==> config.mk <==
export PLATFORM = sky130hd
export DESIGN_NAME = multicycle_ctrl_fsm
export DESIGN_NICKNAME = d
export VERILOG_FILES = /design/src/rtl/mips_ctrl_pkg.sv /design/src/rtl/mips_op_decode.sv /design/src/rtl/multicycle_ctrl_fsm.sv
export SDC_FILE = /design/constraint.sdc
export NUM_CORES = 1
export LEC_CHECK = 0
export ABC_AREA = 1
export BUFFER_PORTS_ARGS = -buffer_cell sky130_fd_sc_hd__buf_2
export CORE_ASPECT_RATIO = 0.75
export CORE_MARGIN = 3
export CORE_UTILIZATION = 48
export DETAILED_ROUTE_END_ITERATION = 7
export PLACE_DENSITY = 0.87
export SYNTH_ARGS = -nofsm -noshare
export SYNTH_HDL_FRONTEND = slang
export SYNTH_SLANG_ARGS = --single-unit
export TNS_END_PERCENT = 50
==> constraint.sdc <==
create_clock -name clk -period 1.6 [get_ports clk]
set_input_delay 0.32 -clock clk [delete_from_list [all_inputs] [get_ports clk]]
set_output_delay 0.32 -clock clk [all_outputs]
set_load 0.01 [all_outputs]
==> src/rtl/mips_ctrl_pkg.sv <==
// Shared encodings for the multi-cycle MIPS control unit:
// opcodes, funct codes, ALU codes, FSM states and decode classes.
package mips_ctrl_pkg;

    localparam logic [5:0] OP_RTYPE = 6'b000000;
    localparam logic [5:0] OP_BEQ   = 6'b000100;
    localparam logic [5:0] OP_BNE   = 6'b000101;
    localparam logic [5:0] OP_ADDI  = 6'b001000;
    localparam logic [5:0] OP_SLTI  = 6'b001010;
    localparam logic [5:0] OP_ANDI  = 6'b001100;
    localparam logic [5:0] OP_ORI   = 6'b001101;
    localparam logic [5:0] OP_XORI  = 6'b001110;
    localparam logic [5:0] OP_LUI   = 6'b001111;
    localparam logic [5:0] OP_LB    = 6'b100000;
    localparam logic [5:0] OP_LH    = 6'b100001;
    localparam logic [5:0] OP_LW    = 6'b100011;
    localparam logic [5:0] OP_LBU   = 6'b100100;
    localparam logic [5:0] OP_LHU   = 6'b100101;
    localparam logic [5:0] OP_LWU   = 6'b100111;
    localparam logic [5:0] OP_SB    = 6'b101000;
    localparam logic [5:0] OP_SH    = 6'b101001;
    localparam logic [5:0] OP_SW    = 6'b101011;

    localparam logic [5:0] F_SLL  = 6'b000000;
    localparam logic [5:0] F_SRL  = 6'b000010;
    localparam logic [5:0] F_SRA  = 6'b000011;
    localparam logic [5:0] F_SLLV = 6'b000100;
    localparam logic [5:0] F_SRLV = 6'b000110;
    localparam logic [5:0] F_SRAV = 6'b000111;
    localparam logic [5:0] F_ADD  = 6'b100000;
    localparam logic [5:0] F_ADDU = 6'b100001;
    localparam logic [5:0] F_SUB  = 6'b100010;
    localparam logic [5:0] F_SUBU = 6'b100011;
    localparam logic [5:0] F_AND  = 6'b100100;
    localparam logic [5:0] F_OR   = 6'b100101;
    localparam logic [5:0] F_XOR  = 6'b100110;
    localparam logic [5:0] F_NOR  = 6'b100111;
    localparam logic [5:0] F_SLT  = 6'b101010;

    localparam logic [3:0] ALU_ADD = 4'd0;
    localparam logic [3:0] ALU_SUB = 4'd1;
    localparam logic [3:0] ALU_AND = 4'd2;
    localparam logic [3:0] ALU_OR  = 4'd3;
    localparam logic [3:0] ALU_XOR = 4'd4;
    localparam logic [3:0] ALU_NOR = 4'd5;
    localparam logic [3:0] ALU_SLL = 4'd6;
    localparam logic [3:0] ALU_SRL = 4'd7;
    localparam logic [3:0] ALU_SRA = 4'd8;
    localparam logic [3:0] ALU_SLT = 4'd9;

    localparam logic [2:0] S_IDLE     = 3'd0;
    localparam logic [2:0] S_DECODE   = 3'd1;
    localparam logic [2:0] S_EXEC     = 3'd2;
    localparam logic [2:0] S_MEM_ADDR = 3'd3;
    localparam logic [2:0] S_MEM_WAIT = 3'd4;
    localparam logic [2:0] S_WB       = 3'd5;
    localparam logic [2:0] S_BRANCH   = 3'd6;
    localparam logic [2:0] S_TRAP     = 3'd7;

    typedef enum logic [2:0] {
        CLS_ILL,
        CLS_R,
        CLS_I,
        CLS_LOAD,
        CLS_STORE,
        CLS_BRANCH
    } op_class_e;

    typedef enum logic [1:0] {
        LANE_NONE,
        LANE_B,
        LANE_H,
        LANE_W
    } lane_e;

endpackage

==> src/rtl/mips_op_decode.sv <==
// Combinational op/funct classifier: instruction class, ALU op, operand
// select, fixed shift and byte-lane mask. BEQ/BNE decode under CTRL_BRANCH_EN.
module mips_op_decode
    import mips_ctrl_pkg::*;
#(
    parameter int ALU_CTRL_W = 4,
    parameter int BYTE_EN_W  = 4,
    parameter int SHAMT_W    = 5
) (
    input  logic [5:0]            op,
    input  logic [5:0]            funct,
    output op_class_e             cls,
    output logic [ALU_CTRL_W-1:0] alu_ctrl,
    output logic                  alu_src,
    output logic [SHAMT_W-1:0]    shift_amt,
    output logic [BYTE_EN_W-1:0]  byte_mask
);

    logic [3:0] alu;
    lane_e      lane;

    always_comb begin
        cls       = CLS_ILL;
        alu       = ALU_ADD;
        alu_src   = 1'b0;
        shift_amt = '0;
        lane      = LANE_NONE;
        case (op)
            OP_RTYPE: begin
                cls     = CLS_R;
                // constant shifts take shamt as the second operand
                alu_src = (funct[5:2] == 4'b0000);
                case (funct)
                    F_SLL, F_SLLV: alu = ALU_SLL;
                    F_SRL, F_SRLV: alu = ALU_SRL;
                    F_SRA, F_SRAV: alu = ALU_SRA;
                    F_ADD, F_ADDU: alu = ALU_ADD;
                    F_SUB, F_SUBU: alu = ALU_SUB;
                    F_AND:         alu = ALU_AND;
                    F_OR:          alu = ALU_OR;
                    F_XOR:         alu = ALU_XOR;
                    F_NOR:         alu = ALU_NOR;
                    F_SLT:         alu = ALU_SLT;
                    default:       cls = CLS_ILL;
                endcase
            end
            OP_ADDI: begin cls = CLS_I; alu_src = 1'b1; alu = ALU_ADD; end
            OP_SLTI: begin cls = CLS_I; alu_src = 1'b1; alu = ALU_SLT; end
            OP_ANDI: begin cls = CLS_I; alu_src = 1'b1; alu = ALU_AND; end
            OP_ORI:  begin cls = CLS_I; alu_src = 1'b1; alu = ALU_OR;  end
            OP_XORI: begin cls = CLS_I; alu_src = 1'b1; alu = ALU_XOR; end
            OP_LUI: begin
                cls       = CLS_I;
                alu_src   = 1'b1;
                alu       = ALU_SLL;
                shift_amt = SHAMT_W'(16);
            end
            OP_LB, OP_LBU:         begin cls = CLS_LOAD;  alu_src = 1'b1; lane = LANE_B; end
            OP_LH, OP_LHU:         begin cls = CLS_LOAD;  alu_src = 1'b1; lane = LANE_H; end
            OP_LW, OP_LWU:         begin cls = CLS_LOAD;  alu_src = 1'b1; lane = LANE_W; end
            OP_SB:                 begin cls = CLS_STORE; alu_src = 1'b1; lane = LANE_B; end
            OP_SH:                 begin cls = CLS_STORE; alu_src = 1'b1; lane = LANE_H; end
            OP_SW:                 begin cls = CLS_STORE; alu_src = 1'b1; lane = LANE_W; end
`ifdef CTRL_BRANCH_EN
            OP_BEQ, OP_BNE: begin cls = CLS_BRANCH; alu = ALU_SUB; end
`endif
            default: ;
        endcase
        alu_ctrl = ALU_CTRL_W'(alu);
    end

    always_comb begin
        case (lane)
            LANE_B:  byte_mask = BYTE_EN_W'(1);
            LANE_H:  byte_mask = BYTE_EN_W'(3);
            LANE_W:  byte_mask = '1;
            default: byte_mask = '0;
        endcase
    end

endmodule

==> src/rtl/multicycle_ctrl_fsm.sv <==
// Multi-cycle MIPS control FSM with memory timeout and illegal-op trap.
// Define CTRL_BRANCH_EN to add the BEQ/BNE BRANCH state and pc_write.
module multicycle_ctrl_fsm
    import mips_ctrl_pkg::*;
#(
    parameter int ALU_CTRL_W  = 4,
    parameter int BYTE_EN_W   = 4,
    parameter int SHAMT_W     = 5,
    parameter int MEM_TIMEOUT = 15
) (
    input  logic                  clk,
    input  logic                  rst_n,
    input  logic                  instr_valid,
    input  logic [5:0]            op,
    input  logic [5:0]            funct,
    input  logic                  mem_ready,
    input  logic                  zero,
    input  logic                  err_clr,
    output logic                  instr_ready,
    output logic                  busy,
    output logic                  pc_write,
    output logic [ALU_CTRL_W-1:0] alu_ctrl,
    output logic                  alu_src,
    output logic                  reg_dst,
    output logic [SHAMT_W-1:0]    shift_amt,
    output logic                  reg_write,
    output logic                  mem_to_reg,
    output logic                  mem_read,
    output logic                  mem_write,
    output logic [BYTE_EN_W-1:0]  mem_read_byte,
    output logic [BYTE_EN_W-1:0]  mem_write_byte,
    output logic                  illegal_op
);

    localparam int CNT_W = $clog2(MEM_TIMEOUT + 1);

    logic [2:0]            state;
    logic [2:0]            state_nx;
    logic [5:0]            op_q;
    logic [5:0]            funct_q;
    logic [CNT_W-1:0]      wait_cnt;
    op_class_e             cls;
    logic [ALU_CTRL_W-1:0] dec_alu;
    logic                  dec_src;
    logic [SHAMT_W-1:0]    dec_shift;
    logic [BYTE_EN_W-1:0]  dec_mask;
    logic                  is_load;
    logic                  is_store;
    logic                  timeout;

    mips_op_decode #(
        .ALU_CTRL_W(ALU_CTRL_W),
        .BYTE_EN_W (BYTE_EN_W),
        .SHAMT_W   (SHAMT_W)
    ) u_dec (
        .op       (op_q),
        .funct    (funct_q),
        .cls      (cls),
        .alu_ctrl (dec_alu),
        .alu_src  (dec_src),
        .shift_amt(dec_shift),
        .byte_mask(dec_mask)
    );

    assign is_load  = (cls == CLS_LOAD);
    assign is_store = (cls == CLS_STORE);
    // this wait cycle is the last one allowed without mem_ready
    assign timeout  = (wait_cnt == CNT_W'(MEM_TIMEOUT - 1));

    always_ff @(posedge clk or negedge rst_n) begin
        if (!rst_n) begin
            state    <= S_IDLE;
            op_q     <= '0;
            funct_q  <= '0;
            wait_cnt <= '0;
        end else begin
            state <= state_nx;
            if (state == S_IDLE && instr_valid) begin
                op_q    <= op;
                funct_q <= funct;
            end
            if (state == S_MEM_ADDR) begin
                wait_cnt <= '0;
            end else if (state == S_MEM_WAIT && !mem_ready) begin
                wait_cnt <= wait_cnt + CNT_W'(1);
            end
        end
    end

    always_comb begin
        state_nx = state;
        case (state)
            S_IDLE: if (instr_valid) state_nx = S_DECODE;
            S_DECODE: begin
                case (cls)
                    CLS_R, CLS_I:        state_nx = S_EXEC;
                    CLS_LOAD, CLS_STORE: state_nx = S_MEM_ADDR;
`ifdef CTRL_BRANCH_EN
                    CLS_BRANCH:          state_nx = S_BRANCH;
`endif
                    default:             state_nx = S_TRAP;
                endcase
            end
            S_EXEC:     state_nx = S_WB;
            S_MEM_ADDR: state_nx = S_MEM_WAIT;
            S_MEM_WAIT: begin
                if (mem_ready)    state_nx = is_load ? S_WB : S_IDLE;
                else if (timeout) state_nx = S_TRAP;
            end
            S_WB:       state_nx = S_IDLE;
`ifdef CTRL_BRANCH_EN
            S_BRANCH:   state_nx = S_IDLE;
`endif
            S_TRAP:     if (err_clr) state_nx = S_IDLE;
            default:    state_nx = S_IDLE;
        endcase
    end

    // gated by rst_n so every output reads 0 while reset is held
    assign instr_ready = rst_n && (state == S_IDLE);
    assign busy        = (state != S_IDLE);
    assign illegal_op  = (state == S_TRAP);

    always_comb begin
        pc_write       = 1'b0;
        alu_ctrl       = '0;
        alu_src        = 1'b0;
        reg_dst        = 1'b0;
        shift_amt      = '0;
        reg_write      = 1'b0;
        mem_to_reg     = 1'b0;
        mem_read       = 1'b0;
        mem_write      = 1'b0;
        mem_read_byte  = '0;
        mem_write_byte = '0;
        case (state)
            S_EXEC: begin
                alu_ctrl  = dec_alu;
                alu_src   = dec_src;
                shift_amt = dec_shift;
            end
            S_MEM_ADDR: begin
                alu_ctrl       = ALU_CTRL_W'(ALU_ADD);
                alu_src        = 1'b1;
                mem_read_byte  = is_load  ? dec_mask : '0;
                mem_write_byte = is_store ? dec_mask : '0;
            end
            S_MEM_WAIT: begin
                mem_read       = is_load;
                mem_write      = is_store;
                mem_read_byte  = is_load  ? dec_mask : '0;
                mem_write_byte = is_store ? dec_mask : '0;
            end
            S_WB: begin
                reg_write  = 1'b1;
                mem_to_reg = is_load;
                reg_dst    = (cls == CLS_R);
            end
`ifdef CTRL_BRANCH_EN
            S_BRANCH: begin
                alu_ctrl = ALU_CTRL_W'(ALU_SUB);
                pc_write = (op_q == OP_BEQ) ? zero : !zero;
            end
`endif
            default: ;
        endcase
    end

`ifndef CTRL_BRANCH_EN
    logic unused_zero;
    assign unused_zero = zero;
`endif

endmodule

==> impl_metrics.env <==
export IMPL_crit_start="op_q[4]$_DFFE_PN0P_"
export IMPL_synth_edff_count=0
export IMPL_finish_utilization=0.761
export IMPL_worst_endpoint_arrival_ns=1.62
export IMPL_wl_um=4240
export IMPL_synth_area_um2=1420
export IMPL_wl_per_cell_um=13.5
export IMPL_cts_tree="built"
export IMPL_synth_top_area_cell="dfrtp_1"
export IMPL_postSynth_asyncResetShare=1.00
export IMPL_initial_core_util=0.525
export IMPL_yosys_register_bits=19
export IMPL_area_growth_pct=45.0
export IMPL_htreeDepth=1
export IMPL_path_cells="nor2_4, buf_6, nand3_2, nand2_4, nor2_4, nand2_2, a31oi_2, o21ai_1, buf_2"
export IMPL_ant_nets=0
export IMPL_cts_sinks=19
export IMPL_ys_seq_area_frac=0.335
export IMPL_layout_commonest_cell="buf_2"
export IMPL_ys_flop_type="dfrtp_1"
export IMPL_cpLargestDelayFamily="simple AND/OR/NAND/NOR gates"
export IMPL_critPathBufInv=2
export IMPL_cts_hold_buf=0
export IMPL_ff2ff_path_depth=11
export IMPL_cpPeakStageDelay_ns=0.46
export IMPL_fmax_mhz=515
export IMPL_drv_slew=0
export IMPL_switchingPower_mw=1.76
export IMPL_rrSetupSlack_ns=-0.01
export IMPL_syn_avg_cell_area_um2=7.05
export IMPL_portBuffers=38
export IMPL_routed_via_density=5.12
export IMPL_grt_max_degree=20
export IMPL_clockPowerShare=0.087
export IMPL_clkLatencyLatePin_ns=0.25
export IMPL_start_kind="flop"
export IMPL_vdd_ir_drop_worst_uv=1100
export IMPL_gp_congestion=0.890
export IMPL_comb_power_share=0.652
export IMPL_fin_crit_sh=1.21
export IMPL_timing_rr_start="op_q[4]$_DFFE_PN0P_"
export IMPL_hpwl_um=2890
export IMPL_path_max_fanout=3
export IMPL_grt_ovfl_total=0
export IMPL_grt_pass1_wl_um=6350
export IMPL_power_internal_mw=1.96
export IMPL_vias=1604
export IMPL_p_leak_nw=1.07
export IMPL_drc=0
export IMPL_nets=298
export IMPL_die_h_um=53.1
export IMPL_violations="negative setup slack"
export IMPL_yosys_area_top_type_share=0.335
export IMPL_drv_cap=0
export IMPL_pin_count=45
export IMPL_setup_violations=21
export IMPL_synth_area_leaders="dfrtp_1, nand2_1, inv_1, nor2_1, nand3_1"
export IMPL_crit_type="reg -> out"
export IMPL_drive_gt1_frac=0.477
export IMPL_powerDensity_nw_per_um2=1810
export IMPL_seqPwrFrac=0.262
export IMPL_cts_buffer_depth=2
export IMPL_drt_iter0_markers=125
export IMPL_synth_distinct_cells=32
export IMPL_end_kind="primary output"
export IMPL_rows=16
export IMPL_crit_top_cell="nor2_4"
export IMPL_fill_cells=181
export IMPL_antenna_found_initial=0
export IMPL_ff_latch_area_um2=478
export IMPL_min_period_ns=1.94
export IMPL_final_cell_mix="buf_2, buf_4, nand2_1, inv_1, nor2_1"
export IMPL_grt_pass1_vias=1433
export IMPL_multiInputGateArea_um2=851
export IMPL_netlist_instances=201
export IMPL_clockRootBuffer="clkbuf_8"
export IMPL_dieArea_um2=3650
export IMPL_antenna_cells=0
export IMPL_hold_viol_final=0
export IMPL_status="complete, but fails checks"
export IMPL_critPathRequiredTime_ns=1.28
export IMPL_p_sw_frac=0.473
export IMPL_cts_buffers=3
export IMPL_ys_warn_count=0
export IMPL_dieWidth_um=68.8
export IMPL_core_um2=2700
export IMPL_skew_ns=0.00238
export IMPL_fin_ws_ns=-0.341
export IMPL_path_depth=9
export IMPL_dr_pass1_iters=5
export IMPL_finalPower_mw=3.72
export IMPL_track_usage=0.233
export IMPL_slowest_stage="dfrtp_2"
export IMPL_rsz0062_at_grt="yes"
export IMPL_clk_pin_slew_ns=0.07
export IMPL_hold_class="in -> async"
-- per-layer routing --
metal	GRT usage	part of all wire
met5	0	0
met4	0.0777	0.026
met3	0.0276	0.085
met2	0.369	0.46
met1	0.326	0.43
-- final timing paths --
| path | end |
|---|---|
| hold / removal | funct_q[5]$_DFFE_PN0P_ |
| setup / recovery | alu_src |
| max in group asynchronous | op_q[2]$_DFFE_PN0P_ |
| hold reg to reg | wait_cnt[3]$_DFFE_PN0P_ |
| setup reg to reg | state[2]$_DFFE_PN0P_ |
| min in group clk | funct_q[3]$_DFFE_PN0P_ |
-- repair_timing --
item / CTS / global route
resized for setup: 25 / 18
hold endpoints to repair: 0 / 0
setup endpoints to repair: 19 / 24
buffers inserted: 5 / 5
pin swaps: 14 / 6
-- area by class of cell --
cell class,instances,share of cell area
Tap cell,36,0.0219
Timing Repair Buffer,77,0.243
Multi-Input combinational cell,142,0.414
Sequential cell,19,0.233
Clock buffer,4,0.0219
Inverter,35,0.0663
-- logic make-up after synthesis --
| group | share of synthesized area |
|---|---|
| AND/OR/NAND/NOR | 0.343 |
| buffers and inverters | 0.143 |
| AO/OA/AOI/OAI | 0.123 |
| flip-flops | 0.335 |
| multiplexers | 0.0291 |
| adder cells (fa/ha/maj) | 0.0176 |
| other | 0.00265 |
| XOR/XNOR | 0.00618 |
-- worst reg2reg max path, delay by kind of cell (launching register included) --
family / cells / cell delay [ns]
AND/OR/NAND/NOR: 8 / 0.69
flip-flops: 1 / 0.46
buffers and inverters: 3 / 0.37
-- cell usage after synthesis (all sizes together), types with 2 or more instances --
master	number
a21oi	4
a31oi	2
buf	8
dfrtp	19
ha	2
inv	35
mux2	3
nand2	38
nand3	19
nand4	4
nor2	37
nor3	5
o21ai	18
-- flip-flops by register name, indices dropped and copies added (netlist names) --
register / flops
funct_q: 6
op_q: 6
state: 3
wait_cnt: 4
-- power groups by stage --
stage | combinational (mW) | sequential, mW | clock (mW)
finish | 2.43 | 0.973 | 0.323
global route | 2.64 | 0.993 | 0.349
CTS | 2.13 | 0.947 | 0.329
detailed placement | 1.91 | 0.936 | 0
global placement | 1.85 | 0.920 | 0
floorplan | 1.14 | 0.910 | 0
-- stage by stage --
stage                     cell area [um2]  cells  setup slack, ns  TNS, ns  hold WS [ns]
after global placement               1820    299          -0.0546  -0.0777         0.322
after global routing                 2060    313           -0.401    -5.74        0.0756
after floorplan                      1430    205           0.0176        0        0.0244
after CTS                            1970    308           -0.312    -3.49        0.0547
after detailed placement             1820    299           -0.144   -0.318         0.322
final                                2060    313           -0.341    -4.18        0.0496
No activity file was read; power rests on OpenSTA's default activity.
